[src/rtl/msf_time_tracker.sv]
// MSF time/date frame tracker: validates each 60 s frame, locks after a run of
// consistent minutes, and free-runs the time/date for a bounded holdover on loss.
module msf_time_tracker #(
    parameter int CONFIRM_FRAMES   = 2,
    parameter int HOLDOVER_MINUTES = 15
) (
    input  logic       clk_i,
    input  logic       rst_ni,
    input  logic       bits_valid_i,
    input  logic       bits_is_second_00_i,
    input  logic [1:0] bits_data_i,
    output logic [3:0] year_h_o,
    output logic [3:0] year_l_o,
    output logic       month_h_o,
    output logic [3:0] month_l_o,
    output logic [1:0] day_h_o,
    output logic [3:0] day_l_o,
    output logic [2:0] dow_o,
    output logic [1:0] hour_h_o,
    output logic [3:0] hour_l_o,
    output logic [2:0] minute_h_o,
    output logic [3:0] minute_l_o,
    output logic       bst_o,
    output logic       bst_warn_o,
    output logic       valid_o,
    output logic       locked_o,
    output logic       holdover_o
);
    typedef struct packed {
        logic [3:0] yh;
        logic [3:0] yl;
        logic       mh;
        logic [3:0] ml;
        logic [1:0] dh;
        logic [3:0] dl;
        logic [2:0] dow;
        logic [1:0] hh;
        logic [3:0] hl;
        logic [2:0] nh;
        logic [3:0] nl;
    } msf_time_t;

    typedef enum logic [1:0] {UNLOCKED, CONFIRMING, LOCKED, HOLDOVER} state_t;

    // One spare count bit so cnt+1 never wraps, even with CONFIRM_FRAMES=1
    localparam int CW = $clog2(CONFIRM_FRAMES + 2);
    localparam int HW = $clog2(HOLDOVER_MINUTES + 2);

    function automatic logic [4:0] month_len(input msf_time_t t);
        logic [7:0] y;
        logic [4:0] m;
        y = 8'(t.yh) * 8'd10 + 8'(t.yl);
        m = t.mh ? 5'(t.ml) + 5'd10 : 5'(t.ml);
        case (m)
            5'd2:                       month_len = (y[1:0] == 2'b00) ? 5'd29 : 5'd28;
            5'd4, 5'd6, 5'd9, 5'd11:    month_len = 5'd30;
            default:                    month_len = 5'd31;
        endcase
    endfunction

    function automatic msf_time_t inc_time(input msf_time_t t);
        msf_time_t r;
        logic [5:0] d;
        r = t;
        d = 6'(t.dh) * 6'd10 + 6'(t.dl);
        if (t.nl != 4'd9) r.nl = t.nl + 4'd1;
        else begin
            r.nl = 4'd0;
            if (t.nh != 3'd5) r.nh = t.nh + 3'd1;
            else begin
                r.nh = 3'd0;
                if (!(t.hh == 2'd2 && t.hl == 4'd3)) begin
                    if (t.hl == 4'd9) begin r.hl = 4'd0; r.hh = t.hh + 2'd1; end
                    else r.hl = t.hl + 4'd1;
                end else begin
                    r.hh  = 2'd0;
                    r.hl  = 4'd0;
                    r.dow = (t.dow == 3'd6) ? 3'd0 : t.dow + 3'd1;
                    if (d < 6'(month_len(t))) begin
                        if (t.dl == 4'd9) begin r.dl = 4'd0; r.dh = t.dh + 2'd1; end
                        else r.dl = t.dl + 4'd1;
                    end else begin
                        r.dh = 2'd0;
                        r.dl = 4'd1;
                        if (!(t.mh && t.ml == 4'd2)) begin
                            if (t.ml == 4'd9) begin r.ml = 4'd0; r.mh = 1'b1; end
                            else r.ml = t.ml + 4'd1;
                        end else begin
                            r.mh = 1'b0;
                            r.ml = 4'd1;
                            if (t.yh == 4'd9 && t.yl == 4'd9) begin r.yh = 4'd0; r.yl = 4'd0; end
                            else if (t.yl == 4'd9) begin r.yl = 4'd0; r.yh = t.yh + 4'd1; end
                            else r.yl = t.yl + 4'd1;
                        end
                    end
                end
            end
        end
        return r;
    endfunction

    logic [59:0] sh_a, sh_b, rev;
    msf_time_t   dec, cand, cur;
    state_t      state;
    logic [CW-1:0] cnt;
    logic [HW-1:0] hcnt;

    // Bit-reversing A turns every MSB-first field into a plain slice
    assign rev = {<<{sh_a}};
    assign dec = msf_time_t'(rev[42:8]);

    logic [4:0] mon_bin;
    logic [5:0] day_bin, hour_bin;
    logic [6:0] min_bin;
    logic       marker_ok, parity_ok, range_ok, good, frame, match_cand, match_cur;

    assign mon_bin  = dec.mh ? 5'(dec.ml) + 5'd10 : 5'(dec.ml);
    assign day_bin  = 6'(dec.dh) * 6'd10 + 6'(dec.dl);
    assign hour_bin = 6'(dec.hh) * 6'd10 + 6'(dec.hl);
    assign min_bin  = 7'(dec.nh) * 7'd10 + 7'(dec.nl);

    assign marker_ok = (rev[7:0] == 8'b0111_1110);
    assign parity_ok = (sh_b[54] ^ (^sh_a[24:17])) & (sh_b[55] ^ (^sh_a[35:25])) &
                       (sh_b[56] ^ (^sh_a[38:36])) & (sh_b[57] ^ (^sh_a[51:39]));
    assign range_ok  = dec.yh <= 4'd9 && dec.yl <= 4'd9 && dec.ml <= 4'd9 && dec.dl <= 4'd9 &&
                       dec.hl <= 4'd9 && dec.nl <= 4'd9 &&
                       mon_bin >= 5'd1 && mon_bin <= 5'd12 &&
                       day_bin >= 6'd1 && day_bin <= {1'b0, month_len(dec)} &&
                       dec.dow <= 3'd6 && hour_bin <= 6'd23 && min_bin <= 7'd59;
    assign good       = marker_ok & parity_ok & range_ok;
    assign frame      = bits_valid_i & bits_is_second_00_i;
    assign match_cand = (dec == inc_time(cand));
    assign match_cur  = (dec == inc_time(cur));

    logic unused_bits;
    assign unused_bits = ^{rev[59:43], sh_b[59], sh_b[52:0]};

    always_ff @(posedge clk_i or negedge rst_ni) begin
        if (!rst_ni) begin
            sh_a       <= '0;
            sh_b       <= '0;
            cand       <= '0;
            cur        <= '0;
            cnt        <= '0;
            hcnt       <= '0;
            state      <= UNLOCKED;
            bst_o      <= 1'b0;
            bst_warn_o <= 1'b0;
            valid_o    <= 1'b0;
            locked_o   <= 1'b0;
            holdover_o <= 1'b0;
        end else begin
            valid_o <= 1'b0;
            if (bits_valid_i) begin
                sh_a <= {bits_data_i[0], sh_a[59:1]};
                sh_b <= {bits_data_i[1], sh_b[59:1]};
            end
            if (frame) begin
                case (state)
                    UNLOCKED: if (good) begin
                        cand <= dec;
                        cnt  <= CW'(1);
                        if (CONFIRM_FRAMES == 1) begin
                            state <= LOCKED; locked_o <= 1'b1;
                            cur <= dec; bst_o <= sh_b[58]; bst_warn_o <= sh_b[53]; valid_o <= 1'b1;
                        end else state <= CONFIRMING;
                    end
                    CONFIRMING: if (!good) state <= UNLOCKED;
                    else begin
                        cand <= dec;
                        if (!match_cand) cnt <= CW'(1);
                        else begin
                            cnt <= cnt + CW'(1);
                            if (cnt + CW'(1) >= CW'(CONFIRM_FRAMES)) begin
                                state <= LOCKED; locked_o <= 1'b1;
                                cur <= dec; bst_o <= sh_b[58]; bst_warn_o <= sh_b[53]; valid_o <= 1'b1;
                            end
                        end
                    end
                    LOCKED, HOLDOVER: if (good && match_cur) begin
                        state <= LOCKED; holdover_o <= 1'b0;
                        cur <= dec; bst_o <= sh_b[58]; bst_warn_o <= sh_b[53]; valid_o <= 1'b1;
                    end else if (good) begin
                        state <= CONFIRMING; locked_o <= 1'b0; holdover_o <= 1'b0;
                        cand <= dec; cnt <= CW'(1);
                    end else if (HOLDOVER_MINUTES > 0 &&
                                 (state == LOCKED || hcnt < HW'(HOLDOVER_MINUTES))) begin
                        // Free-run one minute; BST flags keep their last decoded value
                        cur <= inc_time(cur); valid_o <= 1'b1;
                        hcnt <= (state == LOCKED) ? HW'(1) : hcnt + HW'(1);
                        state <= HOLDOVER; holdover_o <= 1'b1;
                    end else begin
                        state <= UNLOCKED; locked_o <= 1'b0; holdover_o <= 1'b0;
                    end
                    default: state <= UNLOCKED;
                endcase
            end
        end
    end

    assign {year_h_o, year_l_o}     = {cur.yh, cur.yl};
    assign {month_h_o, month_l_o}   = {cur.mh, cur.ml};
    assign {day_h_o, day_l_o}       = {cur.dh, cur.dl};
    assign dow_o                    = cur.dow;
    assign {hour_h_o, hour_l_o}     = {cur.hh, cur.hl};
    assign {minute_h_o, minute_l_o} = {cur.nh, cur.nl};
endmodule

[config.mk]
export PLATFORM = sky130hd
export DESIGN_NAME = msf_time_tracker
export DESIGN_NICKNAME = d
export VERILOG_FILES = /design/src/rtl/msf_time_tracker.sv
export SDC_FILE = /design/constraint.sdc
export NUM_CORES = 1
export LEC_CHECK = 0
export ABC_AREA = 1
export CORE_MARGIN = 2
export CORE_UTILIZATION = 50
export CTS_CLUSTER_SIZE = 40
export DETAILED_ROUTE_END_ITERATION = 10
export GPL_TIMING_DRIVEN = 0
export PLACE_DENSITY = 0.78
export SLEW_MARGIN = 10
export SYNTH_ARGS = -nofsm -noshare
export SYNTH_HDL_FRONTEND = slang
export SYNTH_SLANG_ARGS = --single-unit
export TNS_END_PERCENT = 5
[constraint.sdc]
create_clock -name clk_i -period 4.4 [get_ports clk_i]
set_clock_uncertainty 0.1 [all_clocks]
set_input_delay 0.88 -clock clk_i [delete_from_list [all_inputs] [get_ports clk_i]]
set_output_delay 0.88 -clock clk_i [all_outputs]
set_load 0.01 [all_outputs]
Yosys cells after proc, flatten, opt, wreduce, memory -nomap -nowiden
Index checks and enable logic that the tools add are counted.
{"block": "word_totals", "regBits": 204, "inputBits": 6, "wordCells": 322}
{"block": "op_classes", "n_addsub": 33, "n_mul": 8, "magnitude_cmp": 18, "n_eq_ne": 58, "muxes": 115, "bitwise": 12, "n_reduce_logical": 46}
{"cell": "two-way mux 35 bit", "count": 8}
{"cell": "one-hot mux 35 bit (2 select lines)", "count": 2}
{"cell": "two-way mux 31 bit", "count": 3}
{"cell": "two-way mux 5 bit", "count": 17}
{"cell": "two-way mux 28 bit", "count": 3}
{"cell": "equality test 35 bit", "count": 2}
{"cell": "two-way mux 22 bit", "count": 3}
{"cell": "adder 4 x 1 -> 4 bit, second input constant", "count": 12}
{"cell": "two-way mux 4 bit", "count": 12}
{"cell": "equality test 4 bit, second input constant", "count": 10}
{"cell": "two-way mux 13 bit", "count": 3}
{"cell": "!= test 3 bit, second input constant", "count": 11}
{"cell": "two-way mux 8 bit", "count": 4}
{"cell": "equality test 5 x 3 -> 1 bit, second input constant", "count": 6}
{"cell": "equality test 5 x 4 -> 1 bit, second input constant", "count": 6}
{"cell": "two-way mux 2 bit", "count": 15}
{"cell": "two-way mux 6 bit", "count": 5}
{"cell": "two-way mux 1 bit", "count": 27}
{"cell": "adder 6 x 4 -> 6 bit", "count": 4}
{"cell": "<= comparator 4 bit, second input constant", "count": 6}
{"cell": "multiplier 2 x 3 -> 5 bit, second input constant", "count": 4}
{"cell": "logical AND 1 bit", "count": 19}
{"cell": "less-than comparator 6 x 5 -> 1 bit", "count": 3}
{"cell": "equality test 4 x 2 -> 1 bit, second input constant", "count": 4}
{"cell": "50 further kinds", "count": 101}

Longest topological paths before layout
Gate-level depths: netlist (run 1).
{"block": "depth", "word_depth": 27, "mapped_depth": 30, "ltp_nobuf": 29}

Worst setup path after synthesis (run 1)
OpenSTA, ideal clock, no wires.
{"block": "synth_path", "kind": "register to register", "start": "reg sh_a[25]", "end": "reg cur, in the netlist minute_h_o[0]", "setup_ns": 0.118, "t_arrival_ns": 3.199, "required_ns": 4.182, "slack_ns": 0.983, "path_stages_with_launch": 26, "path_buffers": 1, "cell_sequence": "dfrtp_1 buf_2 clkinv_1 or2_1 xor2_1 inv_1 nand2_1 nor4_1 a32o_1 inv_1 ha_1 a21boi_0 nand4_1 nand2_1 nor3_1 nand2_1 nand2_1 nand3_1 nor2_1 nand3_1 nand2_2 nand2_2 inv_1 nand2_1 nor2_1 nor2_1"}
{"block": "synth_via", "elab_chain_len": 13, "elab_cells_between_ends": 36, "cone_classes": "order compare: 3; eq/ne: 12; mux: 4; bitwise: 6; reduce/logical: 11"}
{"element": "from (decl)", "line": "102", "rtl": "logic [59:0] sh_a, sh_b, rev;"}
{"element": "from (signal assigned)", "line": "155", "rtl": "sh_a <= {bits_data_i[0], sh_a[59:1]};"}
{"element": "two-way mux 5 bit", "line": "53, 117"}
{"element": "equality test 5 x 3 -> 1 bit (tied with other cells)", "line": "54", "rtl": "case (m)"}
{"element": "OR reduction 4 bit / logical AND 1 bit (equally long branches)", "line": "54, 126"}
{"element": "one-hot mux 2 bit (2 select lines) / logical AND 1 bit (equally long branches)", "line": "54, 127"}
{"element": "<= comparator 6 x 5 -> 1 bit / logical AND 1 bit (equally long branches)", "line": "128, 127"}
{"element": "logical AND 1 bit (2 in a row)", "line": "128", "rtl": "day_bin >= 6'd1 && day_bin <= {1'b0, month_len(dec)} &&"}
{"element": "logical AND 1 bit (2 in a row)", "line": "129", "rtl": "dec.dow <= 3'd6 && hour_bin <= 6'd23 && min_bin <= 7'd59;"}
{"element": "AND 1 bit", "line": "130", "rtl": "assign good = marker_ok & parity_ok & range_ok;"}
{"element": "logical AND 1 bit", "line": "180", "rtl": "LOCKED, HOLDOVER: if (good && match_cur) begin"}
{"element": "!= test 3 bit (no source line) / two-way mux 35 bit (equally long branches)"}
{"element": "AND reduction 8 bit (no source line) / one-hot mux 35 bit (2 select lines) (equally long branches)"}
{"element": "to (signal assigned)", "line": "176", "rtl": "cur <= dec; bst_o <= sh_b[58]; bst_warn_o <= sh_b[53]; valid_o <= 1'b1;"}
{"element": "to (signal assigned)", "line": "182", "rtl": "cur <= dec; bst_o <= sh_b[58]; bst_warn_o <= sh_b[53]; valid_o <= 1'b1;"}
{"element": "to (signal assigned)", "line": "189", "rtl": "cur <= inc_time(cur); valid_o <= 1'b1;"}
{"element": "to (decl)", "line": "103", "rtl": "msf_time_t dec, cand, cur;"}
Parallel ways exist; a longest one is shown, timed or not.
A chain may end at the register's enable or synchronous reset.

Worst setup path in the final report (run 1)
{"block": "layout_path", "start": "reg cand[23] in the netlist's numbering", "end": "reg cur, in the netlist year_h_o[3]"}
{"block": "layout_via", "elab_chain_len": 16, "elab_cells_between_ends": 29, "cone_classes": "add/sub: 2; order compare: 1; eq/ne: 9; mux: 14; reduce/logical: 3"}
{"element": "from (decl)", "line": "103"}
{"element": "from (signal assigned)", "line": "142", "rtl": "cand <= '0;"}
{"element": "from (signal assigned)", "line": "161", "rtl": "cand <= dec;"}
{"element": "from (signal assigned)", "line": "170", "rtl": "cand <= dec;"}
{"element": "adder 4 x 4 -> 5 bit", "line": "53", "rtl": "m = t.mh ? 5'(t.ml) + 5'd10 : 5'(t.ml);"}
{"element": "two-way mux 5 bit", "line": "53"}
{"element": "equality test 5 x 3 -> 1 bit / equality test 5 x 4 -> 1 bit (equally long branches)", "line": "54"}
{"element": "OR reduction 4 bit", "line": "54"}
{"element": "one-hot mux 2 bit (2 select lines)", "line": "54"}
{"element": "two-way mux 5 bit", "line": "72", "rtl": "if (!(t.hh == 2'd2 && t.hl == 4'd3)) begin"}
{"element": "two-way mux 5 bit", "line": "69", "rtl": "if (t.nh != 3'd5) r.nh = t.nh + 3'd1;"}
{"element": "two-way mux 5 bit", "line": "66", "rtl": "if (t.nl != 4'd9) r.nl = t.nl + 4'd1;"}
{"element": "less-than comparator 6 x 5 -> 1 bit", "line": "79", "rtl": "if (d < 6'(month_len(t))) begin"}
{"element": "two-way mux 6 bit / two-way mux 13 bit (equally long branches)", "line": "79"}
{"element": "two-way mux 22 bit", "line": "72"}
{"element": "two-way mux 28 bit", "line": "69"}
{"element": "two-way mux 31 bit (*)", "line": "66"}
{"element": "equality test 35 bit (*)", "line": "132", "rtl": "assign match_cand = (dec == inc_time(cand));"}
{"element": "!= test 2 bit (no source line) (*)"}
{"element": "AND reduction 11 bit (no source line) (*)"}
{"element": "to (signal assigned)", "line": "143", "rtl": "cur <= '0;"}
{"element": "to (signal assigned)", "line": "165", "rtl": "cur <= dec; bst_o <= sh_b[58]; bst_warn_o <= sh_b[53]; valid_o <= 1'b1;"}
{"element": "to (signal assigned)", "line": "176"}
Mark *: on every way between the ends. The rest lies on a longest branch, timed or not. The select of a mux whose other input is x is not followed.

==> PnR_summary.wiki, run 1 <==
{| class="wikitable"
! Metric !! Value
|-
| Run status || finished, final reports clean
|-
| Routability cong. || just under 1
|-
| Register area share after synthesis || 0.287
|-
| Total nets after synthesis || roughly 1900
|-
| Core occupancy in the finished layout || 0.579
|-
| Total Negative Setup Slacks || 0 ns
|-
| Most repeated cell in the gate-level netlist after synthesis || nand2_1
|-
| Number of nets in the layout || 1938
|-
| Type of the worst setup path || flip-flop to flip-flop
|-
| Highest cell delay on the worst timing path || ~0.48 ns
|-
| Power density cells || between 500 and 600 nW/um^2
|-
| Critical Path Most Common Cell || nand2_1
|-
| Fraction of registers with async set or reset after synthesis || 1.00
|-
| Number of global-route vias before repair || 11295
|-
| Top area cells in the synthesized netlist || dfrtp_1 29%, nand2_1 19%, nand3_1 9.0%
|-
| Core Box Area || 22800 um^2
|-
| Share of post-route cells with drive strength above 1 || 0.0744
|-
| Routed via count divided by cell count || 5.55
|-
| Number of synthesis warnings || 0
|-
| Initial Util || 0.512
|-
| Arrival time reported for the critical path endpoint || 4.31 ns
|-
| Layout filler cell count || 2196
|-
| Worst min path class || input pin to asynchronous set/reset pin
|-
| Tightest hold margin || roughly 0.30 ns
|-
| FMAX || between 0.2 and 0.25 GHz
|-
| Peak fanout along the critical path || 10
|-
| Most frequently used flop master after synthesis || dfrtp_1
|-
| Number of buffers added by the clock tree synthesis step || 17
|-
| Overall die height || 157 um
|-
| Slowest library cell on the worst path || nor3_1
|-
| Share of the synthesized area in the top cell type || 0.287
|-
| Die W || 157 um
|-
| Final setup violation count || 0
|-
| Clock insertion delay at the later pin of the skew report || 0.44 ns
|-
| Maximum number of pins on one net before global-route repair || 77
|-
| Synthesized area per cell || 6.48 um^2
|-
| Via total after detailed routing || 12169
|-
| Ordered list of cells on the worst path || ha_1, nand2_1, nand2_1, inv_1, and3_1, ha_1, nand2_1, nand2_1, nand2_1, nand2_4, nand2_4, buf_6, nand2_1, nand2_1, nand2_1, nand2_1, nand4_1, nor3_1, nand4_1, nand2_1, nand3_2, buf_2, o21ai_1
|-
| Number of enable-type register cells in the synthesized netlist || 0
|-
| Number of instances in the synthesized netlist || 1801
|-
| Clk sinks || 134
|-
| Worst reg2reg path startpoint || cand[23]$_DFFE_PN0P_
|-
| Final hold vios || 0
|-
| Number of antenna violations at the first check in global routing || 0
|-
| Detailed-route DRC error count || 0
|-
| Die Area || 24600 um^2
|-
| Most instantiated cells after synthesis || 596 x nand2_1, 209 x nand3_1, 194 x inv_1, 134 x dfrtp_1, 127 x nor2_1
|-
| Final slew viol count || 0
|-
| Remaining global-route overflow || 0
|-
| I/O Pins || 46
|-
| Type of element launching the critical path || flip-flop
|-
| Library cell occupying the most area in the post-synthesis netlist || dfrtp_1
|-
| Unrepaired setup endpoints after global routing || no
|-
| First-pass GRT wire length || 56700 um
|-
| Number of diodes || 0
|-
| Data required time at the worst endpoint || 4.66 ns
|-
| Starting DRC count in detailed routing || 1153
|-
| Clk buf depth || 2
|-
| Post-synthesis register bit count || 134
|-
| Clock tree from TritonCTS || built
|-
| Detailed placement HPWL || 26900 um
|-
| Count of buffers inserted at the top-level ports || 44
|-
| Critical Path End Type || flip-flop
|-
| Cell row count || 55
|-
| Number of detailed-routing iterations run before antenna repair || 5
|-
| Layout area overhead || 13.0%
|-
| Part of the cycle the worst path needs || 0.920
|-
| Root buffer cell || clkbuf_16
|-
| Number of nets with antenna violations after routing || 0
|-
| Post-DR wirelength/cell || 15.7 um
|-
| Maximum VDD drop || 0.364 mV
|-
| Netlist area before placement || 11700 um^2
|-
| Library cells used by synthesis || 58
|-
| Multi-input logic area || 7200 um^2
|-
| Area taken by flip-flops and latches || 3350 um^2
|-
| Min Clock Period, post-route || 4.05 ns
|-
| Transition time at the pin with the least slew margin || about 0.6 ns
|-
| Depth of the CTS H-tree || 4
|-
| Routed Wire Length || 34400 um
|-
| Final Power || 6.72 mW
|-
| Worst setup path startpoint || cand[23]$_DFFE_PN0P_
|-
| Worst slew slack as a fraction of its limit || 0.590
|-
| Leakage dissipation || 6.63 nW
|-
| Total of max-cap violations || 0
|-
| Overall global routing resource usage || 0.290
|-
| Clk slew on worst S/H paths || 0.07 ns
|}
## layout make-up
| cell class | instances | share of cell area |
|---|---|---|
| timing repair buffer | 48 | 0.0373 |
| clock buffer | 17 | 0.0323 |
| multi-input combinational | 1397 | 0.546 |
| tap | 313 | 0.0297 |
| buffer | 59 | 0.0257 |
| inverter | 211 | 0.0605 |
| sequential | 134 | 0.254 |
| clock inverter | 15 | 0.0140 |
## final timing paths
check	slack (ns)	endpoint	cells past startpoint
max in group asynchronous	3.12	cand[28]$_DFFE_PN0P_	2
setup reg to reg	0.35	year_h_o[3]$_DFFE_PN0P_	23
min in group clk_i	0.40	bst_o$_DFFE_PN0P_	2
hold reg to reg	0.40	bst_o$_DFFE_PN0P_	2
hold / removal	0.30	valid_o$_DFF_PN0_	1
setup / recovery	0.35	year_h_o[3]$_DFFE_PN0P_	23
## metal layers
| metal | wire length (um) | track usage | vias up |
|---|---|---|---|
| met1 | 16000 | 0.416 | 5661 |
| met5 | 0 | 0 | - |
| met4 | 773 | 0.0813 | 0 |
| li1 | - | - | 5981 |
| met3 | 2320 | 0.0432 | 64 |
| met2 | 15300 | 0.455 | 463 |
## registers in the layout (all words and copies together) (netlist names), 3 cells and up
register,flops
month_l_o,4
sh_b,7
hcnt,5
sh_a,43
minute_l_o,4
year_h_o,4
day_l_o,4
hour_l_o,4
dow_o,3
minute_h_o,3
cand,35
year_l_o,4
## cell usage in the layout, fill, tap and decap left out, types with 19 or more instances in the layout
cell type	n
clkdlybuf4s50_1	43
nor2_1	126
inv_1	194
o21ai_1	39
a21oi_1	31
o21ai_0	125
ha_1	59
nand3_1	209
xnor2_1	19
clkbuf_1	20
nand2_1	595
xor2_1	33
dfrtp_1	134
nand4_1	34
## cells by family after synthesis
logic type      Yosys count  share of synthesized area
simple gates           1055                      0.399
buf+inv                 270                     0.0967
compound gates          222                      0.101
flops                   134                      0.287
fa+ha+maj                64                     0.0719
xor+xnor                 53                     0.0410
mux                       3                    0.00290
## stage by stage
| stage | setup WS, ns | instances | instance area (um^2) |
|---|---|---|---|
| 3_3_place_gp | -3.11 | 2158 | 12500 |
| 2_1_floorplan | 0.983 | 1801 | 11700 |
| 3_5_place_dp | 0.0361 | 2159 | 12500 |
| 4_1_cts | 0.0604 | 2191 | 13100 |
| 5_1_grt | 0.00535 | 2194 | 13200 |
| 6_report | 0.351 | 2194 | 13200 |
## repair_timing
action,CTS,global route
hold buffers,0,0
resized for setup,0,11
endpoints found under the setup margin,0,76
setup buffers,0,3
## power by group
group / switching (mW) / internal, mW
combinational: 2.03 / 1.30
sequential: 0.390 / 1.49
clock: 0.648 / 0.863
## worst max-delay path, delay by kind of cell (launching register included)
kind            cells  cell delay (ns)
fa+ha+maj           2             0.59
compound gates      1             0.15
buf+inv             3             0.50
simple gates       17             2.18
flops               1             0.45
(Power assumes the default switching activity.)
==> run 2, diff against run 1 <==
--- a/config.mk
+++ b/config.mk
@@ -11,7 +11,9 @@
 export CTS_CLUSTER_SIZE = 40
 export DETAILED_ROUTE_END_ITERATION = 10
 export GPL_TIMING_DRIVEN = 0
+export HOLD_SLACK_MARGIN = 0.1
 export PLACE_DENSITY = 0.78
+export REMOVE_ABC_BUFFERS = 1
 export SLEW_MARGIN = 10
 export SYNTH_ARGS = -nofsm -noshare
 export SYNTH_HDL_FRONTEND = slang
==> constraint.sdc (replaced) <==
create_clock -name clk_i -period 4.68 [get_ports clk_i]
set_clock_uncertainty 0.1 [all_clocks]
set_input_delay 0.936 -clock clk_i [delete_from_list [all_inputs] [get_ports clk_i]]
set_output_delay 0.936 -clock clk_i [all_outputs]
set_load 0.01 [all_outputs]
==> PnR_summary.wiki, run 2 (same netlist as run 1, synthesis figures left out) <==
{| class="wikitable"
! Metric !! Value
|-
| Worst reg2reg path startpoint || sh_a[28]$_DFFE_PN0P_
|-
| Final setup violation count || 0
|-
| Die Area || between 20000 and 25000 um^2
|-
| FMAX || 0.229 GHz
|-
| Min Clock Period, post-route || ~4.4 ns
|-
| Detailed-route DRC error count || 0
|-
| Routability cong. || 0.952
|-
| Post-DR wirelength/cell || 15.2 um
|-
| Critical path's top delay family || simple AND/OR/NAND/NOR gates
|-
| FF-to-FF path depth || 24
|-
| Unrepaired setup endpoints after global routing || yes
|-
| Commonest cells after routing, fill and taps aside || 595 x nand2_1, 209 x nand3_1, 193 x inv_1
|-
| Post-placement cell count || 2102
|-
| Leakage dissipation || 6.43 nW
|-
| Part of the cycle the worst path needs || 0.932
|-
| Via total after detailed routing || ~12000
|-
| First-pass GRT wire length || 53400 um
|-
| Remaining global-route overflow || 0
|-
| Overall die height || 157 um
|-
| Post-detailed-placement cell area || 12200 um^2
|-
| Clock tree from TritonCTS || built
|-
| Type of element launching the critical path || flip-flop
|-
| Arrival time reported for the critical path endpoint || 4.56 ns
|-
| Core occupancy in the finished layout || 0.565
|-
| Clk buf depth || 2
|-
| Number of buffers inserted for hold repair after clock tree synthesis || 0
|-
| Most common cell after layout, fill and taps aside || nand2_1
|-
| Finished layout cell area || 12900 um^2
|-
| Root buffer cell || clkbuf_16
|-
| Critical Path End Type || flip-flop
|-
| Transition time at the pin with the least slew margin || 0.843 ns
|-
| Routed via count divided by cell count || 5.58
|-
| Core Box Area || around 23000 um^2
|-
| Depth of the CTS H-tree || 4
|-
| Sequential share of power || 0.310
|-
| Starting DRC count in detailed routing || 1111
|-
| Peak fanout along the critical path || 33
|-
| Number of nets in the layout || about 1900
|-
| Overall global routing resource usage || 0.269
|-
| Clk slew on worst S/H paths || 0.07 ns
|-
| Highest cell delay on the worst timing path || 0.50 ns
|-
| Share of post-route cells with drive strength above 1 || 0.0586
|-
| Layout area overhead || 10.3%
|-
| Switch Pwr || 2.86 mW
|-
| Final cell count without fillers || approximately 2100
|-
| Type of the worst setup path || flip-flop to flip-flop
|-
| Ordered list of cells on the worst path || ha_1, or2_1, xor2_1, inv_1, nand2_1, nor4_1, a32o_1, inv_1, ha_1, a21boi_0, nand4_1, nand2_1, nor3_1, nand2_2, nor2_1, inv_1, nor2_2, inv_1, nand2_1, nor2_4, buf_16, clkinvlp_4, nand2_1, o21ai_0
|-
| Number of buffers added by the clock tree synthesis step || 17
|-
| Clock insertion delay at the later pin of the skew report || 0.44 ns
|-
| Number of detailed-routing iterations run before antenna repair || 6
|-
| Number of global-route vias before repair || 10898
|-
| Final hold vios || 0
|-
| Share of total power consumed by net switching || 0.468
|-
| Worst min path class || input pin to asynchronous set/reset pin
|-
| Slowest library cell on the worst path || dfrtp_1
|-
| Clk sinks || between 100 and 150
|-
| Cell row count || 55
|-
| Maximum VDD drop || 0.320 mV
|-
| Biggest registers after layout || sh_a (43), cand (35), sh_b (7)
|-
| Routed Wire Length || approximately 32000 um
|-
| FF-to-FF End || cand[21]$_DFFE_PN0P_
|-
| Detailed placement HPWL || 24000 um
|-
| Register bank with the most flops || sh_a
|-
| I/O Pins || 46
|-
| Gate power share || 0.474
|-
| Number of antenna violations at the first check in global routing || 0
|-
| Maximum number of pins on one net before global-route repair || 99
|-
| Final slew viol count || 0
|-
| Fraction of power consumed by the clock network || 0.216
|-
| Run status || finished, final reports clean
|-
| Worst slew slack as a fraction of its limit || 0.438
|-
| Initial Util || 0.512
|-
| Total Negative Setup Slacks || 0 ns
|-
| Minimum setup slack among reg-to-reg paths || 0.32 ns
|-
| Data required time at the worst endpoint || between 4 and 5 ns
|-
| Count of buffers inserted at the top-level ports || 45
|-
| Max FFs per register || between 40 and 50
|-
| Buf/Inv on CP || 6
|-
| Die W || 157 um
|-
| Number of nets with antenna violations after routing || 0
|-
| Internal power || 3.25 mW
|-
| Total of max-cap violations || 0
|-
| Power density cells || 475 nW/um^2
|-
| Number of diodes || 0
|}
-- run 2: cell count changes in the layout (fill, tap and decap cells not counted), sizes merged --
cell | before | now
clkinvlp | 4 | 3
buf | 40 | 8
inv | 216 | 215
bufinv | 2 | 0
nor2 | 141 | 142
clkinv | 4 | 8
clkbuf | 41 | 17
-- run 2: cell type report --
class | instances | area (um^2)
Clock buffer | 17 | 425
Clock inverter | 15 | 134
Fill cell | 2168 | 9900
Inverter | 211 | 800
Multi-Input combinational cell | 1398 | 7220
Sequential cell | 134 | 3360
Tap cell | 313 | 392
Timing Repair Buffer | 51 | 547
-- run 2: layer usage --
metal	track usage	wire, um	vias up
met5	0	0	-
met4	0.0791	659	0
met1	0.387	14900	5520
met3	0.0324	2370	56
met2	0.426	14500	500
li1	-	-	5861
-- run 2: repair_timing --
item | in CTS | in global routing
gates resized for setup | 1 | 7
cloned | 1 | 0
buffers inserted | 1 | 3
pin swaps | 1 | 1
endpoints found under the setup margin | 6 | 53
-- run 2: worst max-delay path by stage --
stage	depth (start not counted)	from	end
final	24	sh_a[28]$_DFFE_PN0P_	cand[21]$_DFFE_PN0P_
after global routing	27	minute_l_o[3]$_DFFE_PN0P_	cand[20]$_DFFE_PN0P_
after CTS	25	month_l_o[2]$_DFFE_PN0P_	month_l_o[0]$_DFFE_PN0P_
after detailed placement	24	sh_a[25]$_DFFE_PN0P_	cand[30]$_DFFE_PN0P_
after global placement	1	rst_ni	cand[32]$_DFFE_PN0P_
after floorplan	23	sh_a[25]$_DFFE_PN0P_	cand[19]$_DFFE_PN0P_
-- run 2: power groups by stage --
stage          sequential [mW]  clock (mW)  combinational, mW
2_1_floorplan             1.81           0               1.94
3_3_place_gp              1.88           0               2.75
3_5_place_dp              1.89           0               2.82
4_1_cts                   1.87        1.33               2.85
5_1_grt                   1.94        1.37               3.25
6_report                  1.89        1.32               2.90
-- run 2: metrics by stage --
| step | hold slack [ns] | power, mW | setup slack (ns) |
|---|---|---|---|
| 2_1_floorplan | 0.347 | 3.75 | 0.149 |
| 3_3_place_gp | 0.361 | 4.64 | -2.89 |
| 6_report | 0.319 | 6.11 | 0.317 |
| 5_1_grt | 0.366 | 6.56 | -0.0113 |
| 3_5_place_dp | 0.372 | 4.71 | -0.120 |
| 4_1_cts | 0.338 | 6.05 | 0.00895 |
==> run 3, diff against run 2 <==
==> constraint.sdc (replaced) <==
create_clock -name clk_i -period 4.68 [get_ports clk_i]
set_clock_uncertainty 0.1 [all_clocks]
set_input_delay 1.17 -clock clk_i [delete_from_list [all_inputs] [get_ports clk_i]]
set_output_delay 1.17 -clock clk_i [all_outputs]
set_load 0.01 [all_outputs]
==> results of run 3 <==
The final DEF is identical to that of run 2. Status: finished, final reports clean.
Main changes from that run: clock-pin slew on the worst setup and hold paths 0.07 ns -> 0.06 ns; hold slack 0.319 ns -> 0.386 ns
